==> src/rtl/mem_burst_master.sv <==
// Burst initiator for the byte-addressed 32-bit MEMORY port: sequences write/read bursts word by word.
// Optional macro MEM_BURST_MASTER_ALIGN_CHECK_EN rejects unaligned start addresses with ERR+DONE.
module mem_burst_master #(
  parameter int ADDR_W = 8,
  parameter int LEN_W  = 4
) (
  input  logic              CLK,
  input  logic              RESET_N,
  input  logic              CMD_VALID,
  output logic              CMD_READY,
  input  logic              CMD_RW,
  input  logic [ADDR_W-1:0] CMD_ADDR,
  input  logic [LEN_W-1:0]  CMD_LEN,
  input  logic              WD_VALID,
  output logic              WD_READY,
  input  logic [31:0]       WD_DATA,
  output logic              RD_VALID,
  output logic [31:0]       RD_DATA,
  output logic              DONE,
  output logic              ERR,
  output logic              BUSY,
  output logic              MEM_VALID,
  output logic              MEM_RW,
  output logic [ADDR_W-1:0] MEM_ADDR,
  output logic [31:0]       MEM_DIN,
  input  logic [31:0]       MEM_DOUT
);

  typedef enum logic [2:0] {IDLE, WRITE, READ, RDRAIN, FINISH} state_e;

  state_e            state_q, state_d;
  logic [ADDR_W-1:0] addr_q, addr_d;
  logic [LEN_W-1:0]  rem_q, rem_d;
  logic [1:0]        pend_q, pend_d;
  logic              err_flag_q, err_flag_d;
  logic              mem_valid_q, mem_valid_d;
  logic              mem_rw_q, mem_rw_d;
  logic [ADDR_W-1:0] mem_addr_q, mem_addr_d;
  logic [31:0]       mem_din_q, mem_din_d;
  logic              rd_valid_q, rd_valid_d;
  logic [31:0]       rd_data_q, rd_data_d;
  logic              done_q, done_d;
  logic              err_q, err_d;

  logic cmd_fire;
  logic wd_fire;
  logic misaligned;

`ifdef MEM_BURST_MASTER_ALIGN_CHECK_EN
  assign misaligned = (CMD_ADDR[1:0] != 2'b00);
`else
  assign misaligned = 1'b0;
`endif

  assign CMD_READY = (state_q == IDLE);
  assign BUSY      = (state_q != IDLE);
  assign WD_READY  = (state_q == WRITE) && (rem_q != '0);
  assign cmd_fire  = CMD_VALID && CMD_READY;
  assign wd_fire   = WD_VALID && WD_READY;

  always_ff @(posedge CLK or negedge RESET_N) begin
    if (!RESET_N) state_q <= IDLE;
    else          state_q <= state_d;
  end

  always_comb begin
    state_d = state_q;
    case (state_q)
      IDLE: begin
        if (cmd_fire) begin
          if (CMD_LEN == '0 || misaligned) state_d = FINISH;
          else if (CMD_RW)                 state_d = WRITE;
          else                             state_d = READ;
        end
      end
      WRITE:  if (wd_fire && rem_q == LEN_W'(1)) state_d = FINISH;
      READ:   if (rem_q == LEN_W'(1))            state_d = RDRAIN;
      // Leave once no issue is younger than the word returning this edge.
      RDRAIN: if (!pend_q[0])                    state_d = IDLE;
      FINISH:                                    state_d = IDLE;
      default:                                   state_d = IDLE;
    endcase
  end

  always_comb begin
    addr_d      = addr_q;
    rem_d       = rem_q;
    err_flag_d  = err_flag_q;
    mem_valid_d = 1'b0;
    mem_rw_d    = mem_rw_q;
    mem_addr_d  = mem_addr_q;
    mem_din_d   = mem_din_q;
    pend_d      = {pend_q[0], 1'b0};
    rd_valid_d  = pend_q[1];
    rd_data_d   = pend_q[1] ? MEM_DOUT : rd_data_q;
    done_d      = 1'b0;
    err_d       = 1'b0;
    case (state_q)
      IDLE: begin
        if (cmd_fire) begin
          addr_d     = CMD_ADDR;
          rem_d      = CMD_LEN;
          err_flag_d = misaligned;
        end
      end
      WRITE: begin
        if (wd_fire) begin
          mem_valid_d = 1'b1;
          mem_rw_d    = 1'b1;
          mem_addr_d  = addr_q;
          mem_din_d   = WD_DATA;
          addr_d      = addr_q + ADDR_W'(4);
          rem_d       = rem_q - LEN_W'(1);
        end
      end
      READ: begin
        mem_valid_d = 1'b1;
        mem_rw_d    = 1'b0;
        mem_addr_d  = addr_q;
        pend_d[0]   = 1'b1;
        addr_d      = addr_q + ADDR_W'(4);
        rem_d       = rem_q - LEN_W'(1);
      end
      RDRAIN: done_d = !pend_q[0];
      FINISH: begin
        done_d = 1'b1;
        err_d  = err_flag_q;
      end
      default: ;
    endcase
  end

  always_ff @(posedge CLK or negedge RESET_N) begin
    if (!RESET_N) begin
      addr_q      <= '0;
      rem_q       <= '0;
      err_flag_q  <= 1'b0;
      pend_q      <= '0;
      mem_valid_q <= 1'b0;
      mem_rw_q    <= 1'b0;
      mem_addr_q  <= '0;
      mem_din_q   <= '0;
      rd_valid_q  <= 1'b0;
      rd_data_q   <= '0;
      done_q      <= 1'b0;
      err_q       <= 1'b0;
    end else begin
      addr_q      <= addr_d;
      rem_q       <= rem_d;
      err_flag_q  <= err_flag_d;
      pend_q      <= pend_d;
      mem_valid_q <= mem_valid_d;
      mem_rw_q    <= mem_rw_d;
      mem_addr_q  <= mem_addr_d;
      mem_din_q   <= mem_din_d;
      rd_valid_q  <= rd_valid_d;
      rd_data_q   <= rd_data_d;
      done_q      <= done_d;
      err_q       <= err_d;
    end
  end

  assign MEM_VALID = mem_valid_q;
  assign MEM_RW    = mem_rw_q;
  assign MEM_ADDR  = mem_addr_q;
  assign MEM_DIN   = mem_din_q;
  assign RD_VALID  = rd_valid_q;
  assign RD_DATA   = rd_data_q;
  assign DONE      = done_q;
  assign ERR       = err_q;

endmodule

==> config.mk <==
export PLATFORM = sky130hd
export DESIGN_NAME = mem_burst_master
export DESIGN_NICKNAME = d
export VERILOG_FILES = /design/src/rtl/mem_burst_master.sv
export SDC_FILE = /design/constraint.sdc
export NUM_CORES = 1
export LEC_CHECK = 0
export ABC_AREA = 1
export CAP_MARGIN = 20
export CORE_UTILIZATION = 46
export CTS_CLUSTER_SIZE = 28
export DETAILED_ROUTE_END_ITERATION = 8
export PLACE_DENSITY = 0.82
export RECOVER_POWER = 50
export SYNTH_ARGS = -nofsm -noshare
export SYNTH_HDL_FRONTEND = slang
export SYNTH_SLANG_ARGS = --single-unit
==> constraint.sdc <==
create_clock -name CLK -period 3.8 [get_ports CLK]
set_input_delay 0.76 -clock CLK [delete_from_list [all_inputs] [get_ports CLK]]
set_output_delay 0.76 -clock CLK [all_outputs]
set_load 0.02 [all_outputs]
======== Yosys cells after proc, flatten, opt, wreduce, memory -nomap -nowiden ========
Cells that the tools add are included.
word-level totals
  flip-flop bits (word level) ............. 93
  output and inout bits ................... 80
operators by class
  add/sub/neg operators ................... 2
  eq/ne operators ......................... 10
  mux-type cells .......................... 21
  reductions and logical operators ........ 15
operators with widths
  operator                                               count
  two-way mux 8 bit                                      3
  case mux 8 bit (3 select lines)                        1
  case mux 8 bit (2 select lines)                        1
  two-way mux 3 bit                                      5
  case mux 3 bit (4 select lines)                        1
  case mux 4 bit (3 select lines)                        1
  adder 8 x 3 -> 8 bit, second input constant            1
  two-way mux 4 bit                                      2
  == test 3 x 2 -> 1 bit, second input constant          2
  inequality test 2 bit, second input constant           3
  case mux 1 bit (2 select lines)                        3
  nonzero test 3 bit                                     2
  == test 4 x 1 -> 1 bit, second input constant          1
  logical AND 1 bit                                      4
  zero test 4 bit                                        1
  inequality test 2 x 1 -> 1 bit, second input constant  2
  AND reduction 2 bit                                    2
  AND reduction 4 bit                                    1
  nonzero test 4 bit                                     1
  subtractor 4 x 1 -> 4 bit, second input constant       1
  == test 3 x 1 -> 1 bit, second input constant          1
  == test 3 bit, second input constant                   1
  zero test 3 bit                                        1
  two-way mux 1 bit                                      3
  4 further kinds                                        4

======== Logic depth before layout (Yosys ltp) ========
Gate-level depths: netlist (run 1).
  depth in word-level cells ............... 6
  gate-level depth with buffers ........... 8
  gate-level depth less buffers ........... 8

======== Worst setup path before layout (run 1) ========
OpenSTA, ideal clock, no wires.
  path kind ............................... reg2out
  from .................................... register state_q[1]
  to ...................................... output WD_READY
  arrival time ............................ 1.106 ns
  required time ........................... 3.040 ns
  setup slack ............................. 1.934 ns
  stages on the path, launching flop included .. 5
  path through ............................ dfrtp_1 nor2_2 nand2_1 a21oi_4 buf_2
between the ends
  word-level cells in the longest chain between the ends .. 2
RTL lines
  what                    RTL line  text
  start, declared         31        state_e state_q, state_d;
  start signal, assigned  63        else state_q <= state_d;
  == test 3 x 1 -> 1 bit  57        assign WD_READY = (state_q == WRITE) && (rem_q != '0);
  logical AND 1 bit       57
  end, declared           15        output logic WD_READY,
Every way passes these cells.

======== Worst setup path after layout (run 1) ========
Same ends and word-level chain as after synthesis.

==> results of run 1 <==
==> cells by family after synthesis <==
kind of cell    Yosys count
simple gates            232
flops                    93
buf+inv                  38
mux                      32
compound gates           10
fa+ha+maj                 3
other cells               1
xor+xnor                  1
==> sequential cells by signal, indices dropped and copies added, names as in the netlist <==
register / cells
state_q: 3
RD_DATA: 32
MEM_VALID: 1
addr_q: 8
MEM_ADDR: 8
MEM_RW: 1
rem_q: 4
DONE: 1
RD_VALID: 1
pend_q: 2
MEM_DIN: 32
==> worst min path at each step <==
| stage | start | to | slack (ns) | cells after the start |
|---|---|---|---|---|
| finish | pend_q[0] | pend_q[1] | 0.42 | 0 |
| global route | pend_q[0] | pend_q[1] | 0.43 | 0 |
| CTS | pend_q[0] | pend_q[1] | 0.42 | 0 |
| detailed placement | pend_q[0] | pend_q[1] | 0.40 | 0 |
| global placement | pend_q[0] | pend_q[1] | 0.40 | 0 |
| floorplan | pend_q[1] | RD_VALID | 0.35 | 0 |
==> cells in the final DEF (no fill, tap or decap), types with 2 or more instances in the layout <==
cell             netlist  final
clkdlybuf4s50_1        0    156
nand2_1              152    152
dfrtp_1               93     93
nand3_1               63     63
mux2_2                31     30
inv_1                 18     18
nor2_1                10     10
clkbuf_8               0     10
o21ai_0                5      5
nand2_2                3      3
ha_1                   3      3
bufinv_16              0      3
clkbuf_1               4      3
mux2_1                 1      2
a21oi_1                2      2
clkinvlp_4             0      2
dlygate4sd3_1          0      2
buf_4                  3      2
==> metal layers <==
metal | vias to the layer above | track usage | part of all wire
met5 | - | 0 | 0
met1 | 1546 | 0.2840 | 0.42
li1 | 1634 | - | -
met2 | 145 | 0.3629 | 0.48
met3 | 12 | 0.05636 | 0.084
met4 | 0 | 0.08207 | 0.015
==> cells in the mapped netlist <==
| cell | instances | area, µm² |
|---|---|---|
| a21oi_1 | 2 | 10.01 |
| a21oi_2 | 1 | 8.760 |
| a21oi_4 | 1 | 16.27 |
| buf_1 | 1 | 3.750 |
| buf_2 | 11 | 55.05 |
| buf_4 | 3 | 22.52 |
| clkbuf_1 | 4 | 15.01 |
| conb_1 | 1 | 3.750 |
| dfrtp_1 | 93 | 2327 |
| ha_1 | 3 | 37.54 |
| inv_1 | 18 | 67.56 |
| inv_2 | 1 | 3.750 |
| mux2_1 | 1 | 11.26 |
| mux2_2 | 31 | 349.1 |
| nand2_1 | 152 | 570.6 |
| nand2_2 | 3 | 18.77 |
| nand3_1 | 63 | 315.3 |
| nand4_1 | 1 | 6.260 |
| nor2_1 | 10 | 37.54 |
| nor2_2 | 1 | 6.260 |
| nor3_1 | 1 | 5.000 |
| o21ai_0 | 5 | 25.02 |
| o21bai_1 | 1 | 7.510 |
| or2_2 | 1 | 6.260 |
| xor2_1 | 1 | 8.760 |
==> area by class of cell <==
class / instances / area (µm²) / share of cell area
clock buffer: 10 / 137.6 / 0.02359
sequential: 93 / 2327 / 0.3989
inverter: 19 / 71.32 / 0.01222
timing repair buffer: 164 / 1613 / 0.2764
clock inverter: 6 / 110.1 / 0.01887
tap: 105 / 131.4 / 0.02252
multi-input combinational: 279 / 1444 / 0.2475
==> metrics by stage <==
stage | cells | utilization | instance area [µm²] | hold WS [ns] | total power [mW]
after detailed placement | 659 | 0.6773 | 5593 | 0.4038 | 4.570
after global placement | 659 | 0.6773 | 5593 | 0.3986 | 4.480
after floorplan | 410 | - | 3939 | 0.3519 | 3.383
final | 676 | 0.7065 | 5834 | 0.4159 | 5.324
after global routing | 676 | 0.7065 | 5834 | 0.4310 | 5.719
after CTS | 675 | 0.7073 | 5841 | 0.4212 | 5.371
==> report_power, final <==
group	internal [mW]	switching [mW]
sequential	1.47	0.304
clock	0.454	0.343
combinational	1.27	1.49
total	3.19	2.13
==> metrics.md, run 1 <==
| Metric | Value |
|---|---|
| Outcome | `finished with violations` |
| Failing checks | `max-capacitance violations, max-slew violations` |
| Htree depth | `3` |
| Root Buffer Master | `clkbuf_8` |
| Fillers | `621` |
| RSZ-0062 raised after global routing | `no` |
| Clock transition at path regs | `0.09 ns` |
| DR pass1 iterations | `4` |
| Worst path cell trace | `nor2_2 -> nand2_1 -> a21oi_4 -> buf_4 -> clkdlybuf4s50_1` |
| Worst Skew | `~0.015 ns` |
| Max Root-Sink Buffers | `2` |
| Crit path to | `WD_READY` |
| Die Height | `94.54 µm` |
| Buffers on Ports | `159` |
| Sequential-to-total area share from yosys stat | `0.5909` |
| CP peak stage delay | `0.67 ns` |
| Initial Utilization | `0.4770` |
| Lkg Pwr | `around 2.8 nW` |
| Die width | `94.54 µm` |
| Xor and xnor area share after synthesis | `0.002224` |
| Site row count | `33` |
| Mapped Nets | `about 500` |
| Worst Path Buf+Inv | `2` |
| Clk sink count | `between 90 and 100` |
| Dpl ws | `about 1 ns` |
| Total negative slack | `0 ns` |
| Global-route wire length before repair | `roughly 15 mm` |
| Mapped cell area | `about 4000 µm²` |
| Layout Nets | `650` |
| RePlAce Congestion | `just under 0.9` |
| Vias | `approximately 3300` |
| Multiplexer share of the synthesized area | `0.09149` |
| R2R depth | `8` |
| CP max FO | `34` |
| Avg WL per Cell | `between 10 and 15 µm` |
| CTS buffer count | `9` |
| Total GRT Usage | `0.2214` |
| Fmax achieved | `between 0.3 and 0.4 GHz` |
| Total global routing overflow | `0` |
| Final min period | `2.985 ns` |
| CP Capture Type | `output port` |
| Synthesis-to-layout area growth | `48.13%` |
| Tcrit/Tclk final | `0.7854` |
| Slew margin rel. | `-0.2353` |
| PostCTS Resize Cnt | `0` |
| Post-synthesis adder-cell area fraction | `0.009530` |
| Levels on crit path | `5` |
| Slew @ Worst Pin | `roughly 1.9 ns` |
| Reg2reg setup slack | `1.44 ns` |
| Antenna violations before repair | `0` |
| Synth Area in Simple Gates | `0.2452` |
| Hold_buf cts | `0` |
| Crit path DAT | `about 2.2 ns` |
| Slowest stage cell, crit path | `clkdlybuf4s50_1` |
| Complex-gate fraction of the synthesized area | `0.01715` |
| Hold Vio Cnt, Final | `0` |
| HP Class | `reg2reg` |
| # setup viols final | `0` |
| Largest net degree at the start of global routing | `78` |
| CP Launch Type | `register` |
| Crit path max-delay family | `buffers and inverters` |
| Vias/cell | `slightly below 5` |
| Detailed Route WL | `roughly 9.7 mm` |
| Crit Path Class | `reg2out` |
| Combinational family with the most area after synthesis | `simple AND/OR/NAND/NOR gates` |
| CTS tree | `yes` |
| Post-synthesis register bit count | `between 90 and 100` |
| YS warnings | `0` |
| Max cap viols | `1` |
| Avg Inst Size Synth | `9.607 µm²` |
| Worst vdd ir | `0.0004962 V` |
| DRC Markers | `0` |
| Crit path from | `state_q[1]` |
| Critical Path RT | `between 3 and 4 ns` |
| Mapped Cells | `410` |
| First DRT Iteration DRCs | `117` |
| CORE AREA | `between 8000 and 9000 µm²` |
| Pins Over Slew Limit | `just under 80` |
| ANT nets after route | `0` |
| Setup ws final | `slightly above 0.8 ns` |
| Insertion delay to the later sink of the worst-skew pair | `roughly 0.35 ns` |
| PD cells | `roughly 900 nW/µm²` |
| R2R Path End | `MEM_ADDR[5]` |
| Post-synthesis cell type count | `25` |
| Hpwl dp | `between 6 and 7 mm` |
| Layout cells sized above 1 | `0.09982` |
| Die Area | `just under 9000 µm²` |
| N_diodes | `0` |
| Worst r2r src | `state_q[1]` |
| Vias in the first global route | `3196` |
| Post-CTS setup buffers | `0` |
| I/O pin count | `about 160` |
Power figures use the tool's default switching activity.
==> inputs of run 2 (changes only) <==
--- a/config.mk
+++ b/config.mk
@@ -7,10 +7,10 @@
 export LEC_CHECK = 0
 export ABC_AREA = 1
 export CAP_MARGIN = 20
-export CORE_UTILIZATION = 46
+export CORE_UTILIZATION = 39
 export CTS_CLUSTER_SIZE = 28
 export DETAILED_ROUTE_END_ITERATION = 8
-export PLACE_DENSITY = 0.82
+export PLACE_DENSITY = 0.74
 export RECOVER_POWER = 50
 export SYNTH_ARGS = -nofsm -noshare
 export SYNTH_HDL_FRONTEND = slang
==> constraint.sdc (replaced) <==
create_clock -name CLK -period 2.6 [get_ports CLK]
set_input_delay 0.52 -clock CLK [delete_from_list [all_inputs] [get_ports CLK]]
set_output_delay 0.52 -clock CLK [all_outputs]
set_load 0.02 [all_outputs]
==> run 2 against run 1 <==
Net effect: the flow still finishes with violations (max-capacitance violations, max-slew violations); register-to-register slack got worse by 0.93 ns; via count rose by 0.12%; die area rose by 18%; design area fell by 0.15%; worst setup slack got worse by 0.65 ns; critical path depth fell by 1; sequential power rose by 44%; non-clock buffer count rose by 2; critical path type unchanged; clock-buffer cell count rose by 3; worst hold slack improved by 0.044 ns; clock power rose by 13%.
==> metrics.md, run 2 (same netlist as run 1, synthesis figures left out) <==
| Metric | Value |
|---|---|
| Final hold slack | `0.4600 ns (was 0.4159 ns)` |
| N_diodes | `0 (unchanged)` |
| Post-CTS setup buffers | `0 (unchanged)` |
| Final min period | `2.439 ns` |
| Failing checks | `max-capacitance violations, max-slew violations (unchanged)` |
| Worst path cell trace | `nor2_2 -> nand2_1 -> a21oi_4 -> clkdlybuf4s50_1 (was nor2_2 -> nand2_1 -> a21oi_4 -> buf_4 -> clkdlybuf4s50_1)` |
| CTS buffer count | `9 (unchanged)` |
| Most common cell after layout, fill and taps aside | `clkdlybuf4s50_1 (unchanged)` |
| Htree depth | `3 (unchanged)` |
| Root Buffer Master | `clkbuf_8 (unchanged)` |
| Tcrit/Tclk final | `0.9381` |
| Setup ws final | `0.1610 ns (was 0.8154 ns)` |
| Slew margin rel. | `-0.1199 (was -0.2353)` |
| Crit Path Class | `reg2out (unchanged)` |
| First DRT Iteration DRCs | `132 (was 117)` |
| Die Area | `10510 µm² (was 8937 µm²)` |
| Crit path from | `state_q[1] (unchanged)` |
| Die Height | `102.5 µm (was 94.54 µm)` |
| Site row count | `36 (was 33)` |
| Total negative slack | `0 ns (unchanged)` |
| CP max FO | `5 (was 34)` |
| Hpwl dp | `7.043 mm (was 6.924 mm)` |
| Slew @ Worst Pin | `1.680 ns (was 1.853 ns)` |
| Global-route wire length before repair | `15.17 mm (was 15.20 mm)` |
| Crit path to | `WD_READY (unchanged)` |
| Worst vdd ir | `0.0006198 V (was 0.0004962 V)` |
| Max cap viols | `2 (was 1)` |
| Buffers on Ports | `159 (unchanged)` |
| R2R Path End | `RD_DATA[8] (was MEM_ADDR[5])` |
| Worst r2r src | `pend_q[1] (was state_q[1])` |
| # setup viols final | `0 (unchanged)` |
| HP Class | `reg2reg (unchanged)` |
| Vias/cell | `4.739 (was 4.936)` |
| CP Launch Type | `register (unchanged)` |
| RePlAce Congestion | `0.8675 (was 0.8806)` |
| Crit path DAT | `1.92 ns (was 2.22 ns)` |
| Worst Skew | `0.008823 ns (was 0.01542 ns)` |
| Hold_buf cts | `0 (unchanged)` |
| Clk sink count | `93 (unchanged)` |
| DR pass1 iterations | `4 (unchanged)` |
| CORE AREA | `9774 µm² (was 8258 µm²)` |
| Layout Nets | `652 (was 650)` |
| Detailed Route WL | `9.745 mm (was 9.701 mm)` |
| RSZ-0062 raised after global routing | `no (unchanged)` |
| Pins Over Slew Limit | `66 (was 78)` |
| Initial Utilization | `0.4030 (was 0.4770)` |
| Lkg Pwr | `2.751 nW (was 2.768 nW)` |
| Slowest stage cell, crit path | `clkdlybuf4s50_1 (unchanged)` |
| CTS tree | `yes (unchanged)` |
| Vias | `3341 (was 3337)` |
| DRC Markers | `0 (unchanged)` |
| Antenna violations before repair | `0 (unchanged)` |
| Largest net degree at the start of global routing | `63 (was 78)` |
| Layout cells sized above 1 | `0.09615 (was 0.09982)` |
| Fillers | `879 (was 621)` |
| PostCTS Resize Cnt | `0 (unchanged)` |
| PD cells | `1297 nW/µm² (was 912.4 nW/µm²)` |
| Outcome | `finished with violations (unchanged)` |
| Most frequent cells in the layout | `157 x clkdlybuf4s50_1, 152 x nand2_1, 93 x dfrtp_1 (was 156 x clkdlybuf4s50_1, 152 x nand2_1, 93 x dfrtp_1)` |
| Hold Vio Cnt, Final | `0 (unchanged)` |
| Die width | `102.5 µm (was 94.54 µm)` |
| Vias in the first global route | `3190 (was 3196)` |
| CP peak stage delay | `0.62 ns (was 0.67 ns)` |
| CP Capture Type | `output port (unchanged)` |
| Insertion delay to the later sink of the worst-skew pair | `0.35 ns (about the same)` |
| Dpl ws | `0.5461 ns (was 0.9716 ns)` |
| I/O pin count | `161 (unchanged)` |
| Clock transition at path regs | `0.08 ns (was 0.09 ns)` |
| Critical Path RT | `2.08 ns (was 3.04 ns)` |
| Synthesis-to-layout area growth | `47.90% (was 48.13%)` |
| Reg2reg setup slack | `0.51 ns (was 1.44 ns)` |
| Fmax achieved | `just over 0.4 GHz` |
| ANT nets after route | `0 (unchanged)` |
| Total GRT Usage | `0.1898 (was 0.2214)` |
| Avg WL per Cell | `13.82 µm (was 14.35 µm)` |
| Max Root-Sink Buffers | `2 (unchanged)` |
| R2R depth | `2 (was 8)` |
| Total global routing overflow | `0 (unchanged)` |
## run 2: cell count changes in the layout (fill, tap and decap cells not counted)
cell	change
clkbuf_8	-1
dlygate4sd3_1	-1
mux2_2	+1
buf_12	+1
clkbuf_1	+4
bufinv_16	-2
clkdlybuf4s50_1	+1
buf_4	+2
clkinvlp_4	-2
mux2_1	-1
clkbuf_2	-1
## run 2: layer usage
| metal | routed length [µm] | up-vias | global-route usage |
|---|---|---|---|
| li1 | - | 1640 | - |
| met1 | 4129 | 1550 | 0.2390 |
| met2 | 4418 | 133 | 0.2990 |
| met3 | 946 | 18 | 0.05356 |
| met4 | 251 | 0 | 0.09780 |
| met5 | 0 | - | 0 |
## run 2: worst min-delay path by stage
| stage | start | end | slack [ns] | cells past startpoint |
|---|---|---|---|---|
| floorplan | RESET_N | DONE | 0.22 | 0 |
| global placement | pend_q[0] | pend_q[1] | 0.42 | 0 |
| detailed placement | pend_q[0] | pend_q[1] | 0.42 | 0 |
| CTS | RESET_N | RD_DATA[5] | 0.09 | 1 |
| global route | pend_q[0] | pend_q[1] | 0.47 | 0 |
| finish | pend_q[0] | pend_q[1] | 0.46 | 0 |
## run 2: final cells by class
| type | instances | area, µm² | share of cell area |
|---|---|---|---|
| inverter | 19 | 71.32 | 0.01224 |
| clock inverter | 2 | 35.03 | 0.006014 |
| sequential | 93 | 2327 | 0.3995 |
| timing repair buffer | 166 | 1643 | 0.2820 |
| tap | 133 | 166.4 | 0.02857 |
| multi-input combinational | 279 | 1444 | 0.2479 |
| clock buffer | 13 | 138.9 | 0.02384 |
## run 2: where the power goes
group / switching [mW] / total, mW / internal, mW / leakage (nW)
sequential: 0.409 / 2.56 / 2.15 / 1.15
clock: 0.464 / 0.904 / 0.440 / 0.0875
combinational: 2.21 / 4.09 / 1.88 / 1.52
total: 3.08 / 7.56 / 4.48 / 2.75
## run 2: stage by stage
step	total power, mW	cell area (µm²)	util	cells
final	7.558	5826	0.5960	705
after global routing	8.164	5826	0.5960	705
after CTS	7.645	5837	0.5972	705
after detailed placement	6.718	5663	0.5794	690
after global placement	6.612	5663	0.5794	690
after floorplan	4.945	3939	-	410
## run 2: worst max-delay path: cells and delay by family (launching register included)
kind	cells	cell delay (ns)
AO/OA/AOI/OAI	1	0.18
buffers and inverters	1	0.62
flip-flops	1	0.44
AND/OR/NAND/NOR	2	0.33
==> inputs of run 3 (changes only) <==
--- a/config.mk
+++ b/config.mk
@@ -10,6 +10,7 @@
 export CORE_UTILIZATION = 39
 export CTS_CLUSTER_SIZE = 28
 export DETAILED_ROUTE_END_ITERATION = 8
+export GPL_ROUTABILITY_DRIVEN = 0
 export PLACE_DENSITY = 0.74
 export RECOVER_POWER = 50
 export SYNTH_ARGS = -nofsm -noshare
==> run 3 against run 2 <==
Net effect: the run still ends with max-capacitance violations, max-slew violations left; worst setup slack better by 0.034 ns; critical path depth is the same; worst hold slack got worse by 0.029 ns; sequential power about the same; clock power is 12% higher; critical path type unchanged.
==> metrics.md, run 3 (same netlist as run 1, synthesis figures left out) <==
| Metric | Value |
|---|---|
| DR pass1 iterations | `4 (unchanged)` |
| Clk sink count | `93 (unchanged)` |
| Insertion delay to the later sink of the worst-skew pair | `0.36 ns (was 0.35 ns)` |
| CP Capture Type | `output port (unchanged)` |
| Crit Path Class | `reg2out (unchanged)` |
| Fillers | `855 (was 879)` |
| Dpl cell area | `5663 µm² (unchanged)` |
| Fmax achieved | `0.4158 GHz (was 0.4100 GHz)` |
| Hpwl dp | `7.353 mm (was 7.043 mm)` |
| Design area | `5863 µm² (was 5826 µm²)` |
| Slew @ Worst Pin | `1.693 ns (was 1.680 ns)` |
| CTS buffer count | `9 (unchanged)` |
| Tcrit/Tclk final | `0.9250 (was 0.9381)` |
| Outcome | `finished with violations (unchanged)` |
| Fin util | `0.5998 (was 0.5960)` |
| Buffers on Ports | `159 (unchanged)` |
| Total global routing overflow | `0 (unchanged)` |
| Pins Over Slew Limit | `66 (unchanged)` |
| Worst vdd ir | `0.0008917 V (was 0.0006198 V)` |
| Max Root-Sink Buffers | `2 (unchanged)` |
| Hold_buf cts | `0 (unchanged)` |
| Layout cells sized above 1 | `0.1030 (was 0.09615)` |
| Dpl cells | `690 (unchanged)` |
| Die Area | `10510 µm² (unchanged)` |
| I/O pin count | `161 (unchanged)` |
| Total negative slack | `0 ns (unchanged)` |
| First DRT Iteration DRCs | `103 (was 132)` |
| Htree depth | `3 (unchanged)` |
| Tot Pwr | `7.682 mW (was 7.558 mW)` |
| Total GRT Usage | `0.1916 (was 0.1898)` |
| Final Non-Filler Cells | `706 (was 705)` |
| Slew margin rel. | `-0.1288 (was -0.1199)` |
| Vias in the first global route | `3172 (was 3190)` |
| Vias/cell | `4.745 (was 4.739)` |
| Clock transition at path regs | `0.09 ns (was 0.08 ns)` |
| Dpl ws | `0.5263 ns (was 0.5461 ns)` |
| Most common cell after layout, fill and taps aside | `clkdlybuf4s50_1 (unchanged)` |
| Site row count | `36 (unchanged)` |
| # setup viols final | `0 (unchanged)` |
| Detailed Route WL | `9.955 mm (was 9.745 mm)` |
| Avg WL per Cell | `14.10 µm (was 13.82 µm)` |
| PD cells | `1310 nW/µm² (was 1297 nW/µm²)` |
| Critical Path RT | `2.08 ns (about the same)` |
| Layout Nets | `652 (unchanged)` |
| Hold Vio Cnt, Final | `0 (unchanged)` |
| CP max FO | `5 (unchanged)` |
| Final hold slack | `0.4308 ns (was 0.4600 ns)` |
| Root Buffer Master | `clkbuf_8 (unchanged)` |
| CTS tree | `yes (unchanged)` |
| Die Height | `102.5 µm (unchanged)` |
| Vias | `3350 (was 3341)` |
| Lkg Pwr | `2.767 nW (was 2.751 nW)` |
| N_diodes | `0 (unchanged)` |
| PostCTS Resize Cnt | `0 (unchanged)` |
| DRC Markers | `0 (unchanged)` |
| Antenna violations before repair | `0 (unchanged)` |
| Worst Skew | `0.006368 ns (was 0.008823 ns)` |
| ANT nets after route | `0 (unchanged)` |
| CORE AREA | `9774 µm² (unchanged)` |
| RSZ-0062 raised after global routing | `no (unchanged)` |
| Most frequent cells in the layout | `158 x clkdlybuf4s50_1, 152 x nand2_1, 93 x dfrtp_1 (was 157 x clkdlybuf4s50_1, 152 x nand2_1, 93 x dfrtp_1)` |
| Crit path DAT | `1.88 ns (was 1.92 ns)` |
| Synthesis-to-layout area growth | `48.86% (was 47.90%)` |
| Post-CTS setup buffers | `0 (unchanged)` |
| Final min period | `2.405 ns (was 2.439 ns)` |
| Initial Utilization | `0.4030 (unchanged)` |
| HP Class | `reg2reg (unchanged)` |
| Largest net degree at the start of global routing | `63 (unchanged)` |
| Failing checks | `max-capacitance violations, max-slew violations (unchanged)` |
| Max cap viols | `2 (unchanged)` |
| CP Launch Type | `register (unchanged)` |
| Global-route wire length before repair | `15.26 mm (was 15.17 mm)` |
| Setup ws final | `0.1951 ns (was 0.1610 ns)` |
| Die width | `102.5 µm (unchanged)` |
## run 3: critical path: stages (launching register included)
cell	delay, ns
dfrtp_1	0.43
nor2_2	0.16
nand2_1	0.15
a21oi_4	0.17
clkdlybuf4s50_1	0.62
## run 3: layout make-up
cell class	count	area (µm²)	area share
Clock inverter	3	42.54	0.007256
Tap cell	133	166.4	0.02838
Inverter	19	71.32	0.01216
Timing Repair Buffer	166	1643	0.2802
Multi-Input combinational cell	279	1444	0.2463
Clock buffer	13	168.9	0.02881
Sequential cell	93	2327	0.3969
## run 3: power by group
part	switching (mW)	internal [mW]
logic	2.22	1.89
registers	0.416	2.15
clock network	0.485	0.523
## run 3: worst paths after layout
path	startpoint	endpoint	slack (ns)	cells past startpoint
min	pend_q[0]	pend_q[1]	0.43	0
min reg2reg	pend_q[0]	pend_q[1]	0.43	0
min in group asynchronous	RESET_N	RD_DATA[7]	0.59	1
max in group asynchronous	RESET_N	MEM_DIN[5]	0.95	2
max reg2reg	pend_q[1]	RD_DATA[13]	0.50	2
max	state_q[1]	WD_READY	0.20	4
## run 3: layer usage
metal | vias to the layer above | wire, µm | GRT usage
li1 | 1637 | - | -
met1 | 1554 | 4154 | 0.2397
met2 | 142 | 4716 | 0.3133
met3 | 17 | 847 | 0.04475
met4 | 0 | 237 | 0.09341
met5 | - | 0 | 0
